--- src/rtl/mem_ctrl.sv ---
// mem_ctrl: latches one cpu access, strobes the BRAM once, waits out the read latency, returns a ready pulse.
// Optional MEM_CTRL_ALIGN_CHECK_EN: misaligned byte addresses (addr[1:0] != 0) are rejected as faults.
module mem_ctrl #(
  parameter int ADDR_WIDTH  = 32,
  parameter int DATA_WIDTH  = 32,
  parameter int MEM_WORDS   = 1024,
  parameter int MEM_LATENCY = 1
) (
  input  logic                  clock,
  input  logic                  reset,
  input  logic                  cpu_req,
  input  logic                  cpu_rw,
  input  logic [ADDR_WIDTH-1:0] cpu_addr,
  input  logic [DATA_WIDTH-1:0] cpu_wdata,
  output logic [DATA_WIDTH-1:0] cpu_rdata,
  output logic                  cpu_ready,
  output logic                  cpu_fault,
  output logic                  mem_enable,
  output logic                  mem_reset,
  output logic                  mem_rw,
  output logic [ADDR_WIDTH-1:0] mem_ain,
  output logic [DATA_WIDTH-1:0] mem_din,
  input  logic [DATA_WIDTH-1:0] mem_dout
);
  localparam int CNT_W = $clog2(MEM_LATENCY + 1);
  localparam logic [CNT_W-1:0] LAT_LOAD = CNT_W'(MEM_LATENCY);
  localparam logic [CNT_W-1:0] CNT_ONE = CNT_W'(1);
  localparam logic [ADDR_WIDTH-1:0] WORDS_LIMIT = ADDR_WIDTH'(MEM_WORDS);

  typedef enum logic [1:0] {IDLE, ISSUE, WAIT, RESP} state_t;

  state_t                  state_q, state_d;
  logic                    fault_q, fault_d;
  logic [CNT_W-1:0]        cnt_q, cnt_d;
  logic                    mem_rw_q, mem_rw_d;
  logic [ADDR_WIDTH-1:0]   mem_ain_q, mem_ain_d;
  logic [DATA_WIDTH-1:0]   mem_din_q, mem_din_d;
  logic [DATA_WIDTH-1:0]   rdata_q, rdata_d;
  logic                    mem_reset_q, mem_reset_d;
  logic [ADDR_WIDTH-1:0]   word_idx;
  logic                    req_fault;

  assign word_idx = {2'b00, cpu_addr[ADDR_WIDTH-1:2]};

  always_comb begin
    req_fault = (word_idx >= WORDS_LIMIT);
`ifdef MEM_CTRL_ALIGN_CHECK_EN
    req_fault = req_fault || (cpu_addr[1:0] != 2'b00);
`endif
  end

`ifndef MEM_CTRL_ALIGN_CHECK_EN
  logic unused_addr_lsb;
  assign unused_addr_lsb = ^cpu_addr[1:0];
`endif

  always_comb begin
    state_d     = state_q;
    fault_d     = fault_q;
    cnt_d       = cnt_q;
    mem_rw_d    = mem_rw_q;
    mem_ain_d   = mem_ain_q;
    mem_din_d   = mem_din_q;
    rdata_d     = rdata_q;
    mem_reset_d = 1'b0;
    unique case (state_q)
      IDLE: begin
        if (cpu_req) begin
          // BRAM-facing registers only move for accesses that will really strobe the memory.
          fault_d = req_fault;
          if (!req_fault) begin
            mem_rw_d  = cpu_rw;
            mem_ain_d = word_idx;
            mem_din_d = cpu_wdata;
          end
          state_d = ISSUE;
        end
      end
      ISSUE: begin
        if (fault_q || mem_rw_q) begin
          state_d = RESP;
        end else begin
          cnt_d   = LAT_LOAD;
          state_d = WAIT;
        end
      end
      WAIT: begin
        cnt_d = cnt_q - CNT_ONE;
        if (cnt_q == CNT_ONE) begin
          rdata_d = mem_dout;
          state_d = RESP;
        end
      end
      RESP: state_d = IDLE;
      default: state_d = IDLE;
    endcase
  end

  always_ff @(posedge clock or negedge reset) begin
    if (!reset) begin
      state_q     <= IDLE;
      fault_q     <= 1'b0;
      cnt_q       <= '0;
      mem_rw_q    <= 1'b0;
      mem_ain_q   <= '0;
      mem_din_q   <= '0;
      rdata_q     <= '0;
      mem_reset_q <= 1'b1;
    end else begin
      state_q     <= state_d;
      fault_q     <= fault_d;
      cnt_q       <= cnt_d;
      mem_rw_q    <= mem_rw_d;
      mem_ain_q   <= mem_ain_d;
      mem_din_q   <= mem_din_d;
      rdata_q     <= rdata_d;
      mem_reset_q <= mem_reset_d;
    end
  end

  assign cpu_rdata  = rdata_q;
  assign cpu_ready  = (state_q == RESP);
  assign cpu_fault  = (state_q == RESP) && fault_q;
  assign mem_enable = (state_q == ISSUE) && !fault_q;
  assign mem_reset  = mem_reset_q;
  assign mem_rw     = mem_rw_q;
  assign mem_ain    = mem_ain_q;
  assign mem_din    = mem_din_q;

endmodule

--- config.mk ---
export PLATFORM = sky130hd
export DESIGN_NAME = mem_ctrl
export DESIGN_NICKNAME = d
export VERILOG_FILES = /design/src/rtl/mem_ctrl.sv
export SDC_FILE = /design/constraint.sdc
export NUM_CORES = 1
export LEC_CHECK = 0
export BUFFER_PORTS_ARGS = -buffer_cell sky130_fd_sc_hd__buf_2
export CORE_MARGIN = 3
export CORE_UTILIZATION = 30
export CTS_CLUSTER_DIAMETER = 150
export CTS_CLUSTER_SIZE = 25
export DETAILED_ROUTE_END_ITERATION = 8
export GPL_ROUTABILITY_DRIVEN = 1
export PLACE_DENSITY = 0.59
export SLEW_MARGIN = 10
export SYNTH_ARGS = -nofsm -noshare
export SYNTH_HDL_FRONTEND = slang
export SYNTH_SLANG_ARGS = --single-unit
--- constraint.sdc ---
create_clock -name clock -period 1.58 [get_ports clock]
set_input_delay 0.474 -clock clock [delete_from_list [all_inputs] [get_ports clock]]
set_output_delay 0.474 -clock clock [all_outputs]
set_load 0.01 [all_outputs]
==> reports/metrics.csv <==
metric,value,unit
status,"finished, violations left",
violated checks,setup timing,
DR DRC count,0,
setup repair after global routing missed its margin,true,
Port Buffers,196,
Synth async-reset ratio,100,%
count of antenna-violating nets left after detailed routing,0,
critical register-to-register path startpoint,state_q[0],
Final Total Pwr,8.52,mW
flip-flop and latch count after synthesis,100,
wire length per cell after detailed routing,16.2,um
Root Buffer,sky130_fd_sc_hd__clkbuf_16,
count of flip-flops with a built-in enable after synthesis,0,
number of clock buffers inserted by TritonCTS,9,
number of antenna violations at the first check in global routing,0,
Filler Cells Inserted,1121,
CP Data Required Time,1.11,ns
final setup violation count,46,
Worst EP arrival,1.31,ns
total of max-cap violations,0,
critical path peak fanout,3,
area growth from synthesis to layout,62.7,%
net count reported at finish,574,
terminus of the critical flop-to-flop path,mem_din[18],
"top cells by count, synth","sky130_fd_sc_hd__dfrtp_1, sky130_fd_sc_hd__mux2_2, sky130_fd_sc_hd__nor2b_1",
First DRT Iteration DRCs,71,
CP startpoint kind,flip-flop,
setup slack after layout,-0.202,ns
DR pass1 iterations,4,
kind of critical path,flip-flop to primary output,
share of layout cells above drive strength 1,71.1,%
Vias,2788,
launch point of the worst path,state_q[0],
maximum vdd drop,0.740,mV
final clock period utilization by the worst path,113,%
starting density of the core,31.1,%
leakage power,3.32,nW
Total Routed Length,10.4,mm
CTS tree,yes,
Antenna Cells,0,
cell type with the largest total area after synthesis,sky130_fd_sc_hd__dfrtp_1,
number of placement rows,40,
setup slack on the worst flop-to-flop path,-0.08,ns
final total negative setup slack,-3.06,ns
endpoint class of the critical path,primary output,
Netlist Area Pre-Place,0.00378,mm^2
worst skew pair latency,0.34,ns
placer congestion estimate,0.790,
number of distinct library cells after synthesis,24,
Post-Syn Area per Cell,15.8,um^2
largest buffer count on any clock path,2,
global-route wire length before repair,15.6,mm
synthesized instance count,239,
Core Box Area,0.0122,mm^2
number of global-route vias before repair,3043,
total number of H-tree levels,3,
placed wire-length estimate after detailed placement,6.72,mm
I/O pin count,201,
Worst Skew,0.00729,ns
number of hold buffers added after CTS,0,
vias per cell,4.34,
All-Layer GR Usage,14.3,%
power per cell area,1390,mW/mm^2
most frequently used cell type in the post-synthesis netlist,sky130_fd_sc_hd__dfrtp_1,
floorplan die area,0.0140,mm^2
cell count of the worst reg-to-reg path,7,
Sinks on Clock Net,100,
Die Y-Extent,118,um
Chip Width,118,um
clock transition time at the flip-flop clock pins of the worst setup and hold paths,0.07,ns
post-layout utilization of the core,50.6,%
minimum clock period,1.78,ns
Worst setup endpoint,cpu_fault,
worst hold path class,input port to async pin,
top-area cell type share of the netlist area,65.5,%
sequential-to-total area share from yosys stat,66.2,%
most area-consuming cells after synthesis,"sky130_fd_sc_hd__dfrtp_1, sky130_fd_sc_hd__mux2_2, sky130_fd_sc_hd__nor2b_1",
Achievable Freq,561,MHz
count of endpoints failing hold in the final timing report,0,
pins over their slew limit,0,
number of warnings reported in the yosys synthesis log,0,
Overflow after GRT,0,
maximum number of pins on one net before global-route repair,39,
most instantiated flip-flop cell in the synthesis netlist,sky130_fd_sc_hd__dfrtp_1,
logic make-up after synthesis:
| group | count (synthesis) | share of synthesized area (%) |
|---|---|---|
| flip-flops | 100 | 66.2 |
| multiplexers | 76 | 22.6 |
| AND/OR/NAND/NOR | 33 | 5.36 |
| buffers and inverters | 16 | 2.84 |
| AO/OA/AOI/OAI | 8 | 1.22 |
| adder cells (fa/ha/maj) | 5 | 1.65 |
| other | 1 | 0.0991 |
flip-flops by register name, indices dropped and copies added, names as in the netlist:
name / count
mem_din: 32
cpu_rdata: 32
cnt_q: 1
mem_ain: 30
mem_rw: 1
mem_reset: 1
fault_q: 1
state_q: 2
cell type report:
type	instances	area (um^2)	share of cell area, %
sequential	100	2500	40.7
multi-input combinational	125	1600	26.1
timing repair buffer	228	1510	24.6
clock buffer	16	302	4.90
tap	168	210	3.42
inverter	5	21.3	0.346
metrics by stage:
stage	setup slack (ns)	hold slack, ns	instances	cell area (um^2)
3_3_place_gp	-0.365	0.384	608	5180
5_1_grt	-0.266	0.0197	642	6150
4_1_cts	-0.202	0.0138	636	5830
2_1_floorplan	-0.180	0.178	241	3920
3_5_place_dp	-0.386	0.389	608	5180
6_report	-0.202	0.0248	642	6150
how the worst min path moves through the flow:
| stage | cells past startpoint | start | slack [ns] | to |
|---|---|---|---|---|
| 2_1_floorplan | 0 | reset | 0.18 | cnt_q |
| 5_1_grt | 1 | reset | 0.02 | mem_din[28] |
| 3_3_place_gp | 1 | reset | 0.38 | mem_din[22] |
| 3_5_place_dp | 1 | reset | 0.39 | mem_din[26] |
| 6_report | 1 | reset | 0.02 | mem_din[28] |
| 4_1_cts | 1 | reset | 0.01 | mem_din[28] |
report_power, final:
group	internal [mW]	switching, mW
sequential	3.04	0.271
clock	1.29	0.901
combinational	1.78	1.25
total	6.11	2.42
per-layer routing:
| layer | global-route usage (%) | part of all wire (%) | up-vias |
|---|---|---|---|
| met1 | 17.2 | 45 | 1371 |
| met4 | 6.15 | 1.7 | 0 |
| met2 | 24.0 | 47 | 120 |
| met3 | 3.88 | 6.4 | 14 |
| li1 | - | - | 1283 |
| met5 | 0 | 0 | - |
worst max-delay path: stages (launching register included):
cell	delay (ns)
sky130_fd_sc_hd__dfrtp_1	0.40
sky130_fd_sc_hd__buf_6	0.14
sky130_fd_sc_hd__ha_4	0.16
sky130_fd_sc_hd__and2_4	0.15
sky130_fd_sc_hd__buf_6	0.11
placed cells by master, fill, tap and decap left out:
cell                        netlist  final
sky130_fd_sc_hd__nand3_4          0      1
sky130_fd_sc_hd__dfstp_2          1      1
sky130_fd_sc_hd__clkbuf_8         3      5
sky130_fd_sc_hd__buf_6            1     11
sky130_fd_sc_hd__nor4_2           0      1
sky130_fd_sc_hd__nor2_1           2      2
sky130_fd_sc_hd__mux2_4           0     68
sky130_fd_sc_hd__buf_4            2      9
sky130_fd_sc_hd__clkbuf_16        0     13
sky130_fd_sc_hd__ha_4             0      4
sky130_fd_sc_hd__o22ai_4          0      1
sky130_fd_sc_hd__nand4_1          1      1
sky130_fd_sc_hd__inv_4            0      1
sky130_fd_sc_hd__a21oi_1          1      1
sky130_fd_sc_hd__nor2_4           1      1
sky130_fd_sc_hd__dfrtp_1         99     99
sky130_fd_sc_hd__nor4_4           0      4
sky130_fd_sc_hd__ha_1             5      1
sky130_fd_sc_hd__conb_1           1      3
sky130_fd_sc_hd__inv_1            5      2
sky130_fd_sc_hd__nor2b_1         21     20
sky130_fd_sc_hd__mux2_2          74      8
sky130_fd_sc_hd__buf_12           0      6
sky130_fd_sc_hd__nand2_8          0      1
sky130_fd_sc_hd__nor2b_4          0      1
sky130_fd_sc_hd__inv_2            0      2
sky130_fd_sc_hd__buf_8            0      2
sky130_fd_sc_hd__buf_2            2    192
sky130_fd_sc_hd__buf_16           0      4
sky130_fd_sc_hd__clkbuf_1         0      2
sky130_fd_sc_hd__o31ai_1          2      2
sky130_fd_sc_hd__and2_4           0      1
sky130_fd_sc_hd__o21ai_0          4      4
timing repair:
item,4_1_cts,5_1_grt
gates cloned,4,5
pin swaps,3,3
setup endpoints to repair,68,73
gates resized for setup,39,60
hold endpoints to repair,0,0
setup buffers,8,6
No activity file was read; power rests on OpenSTA's default activity.
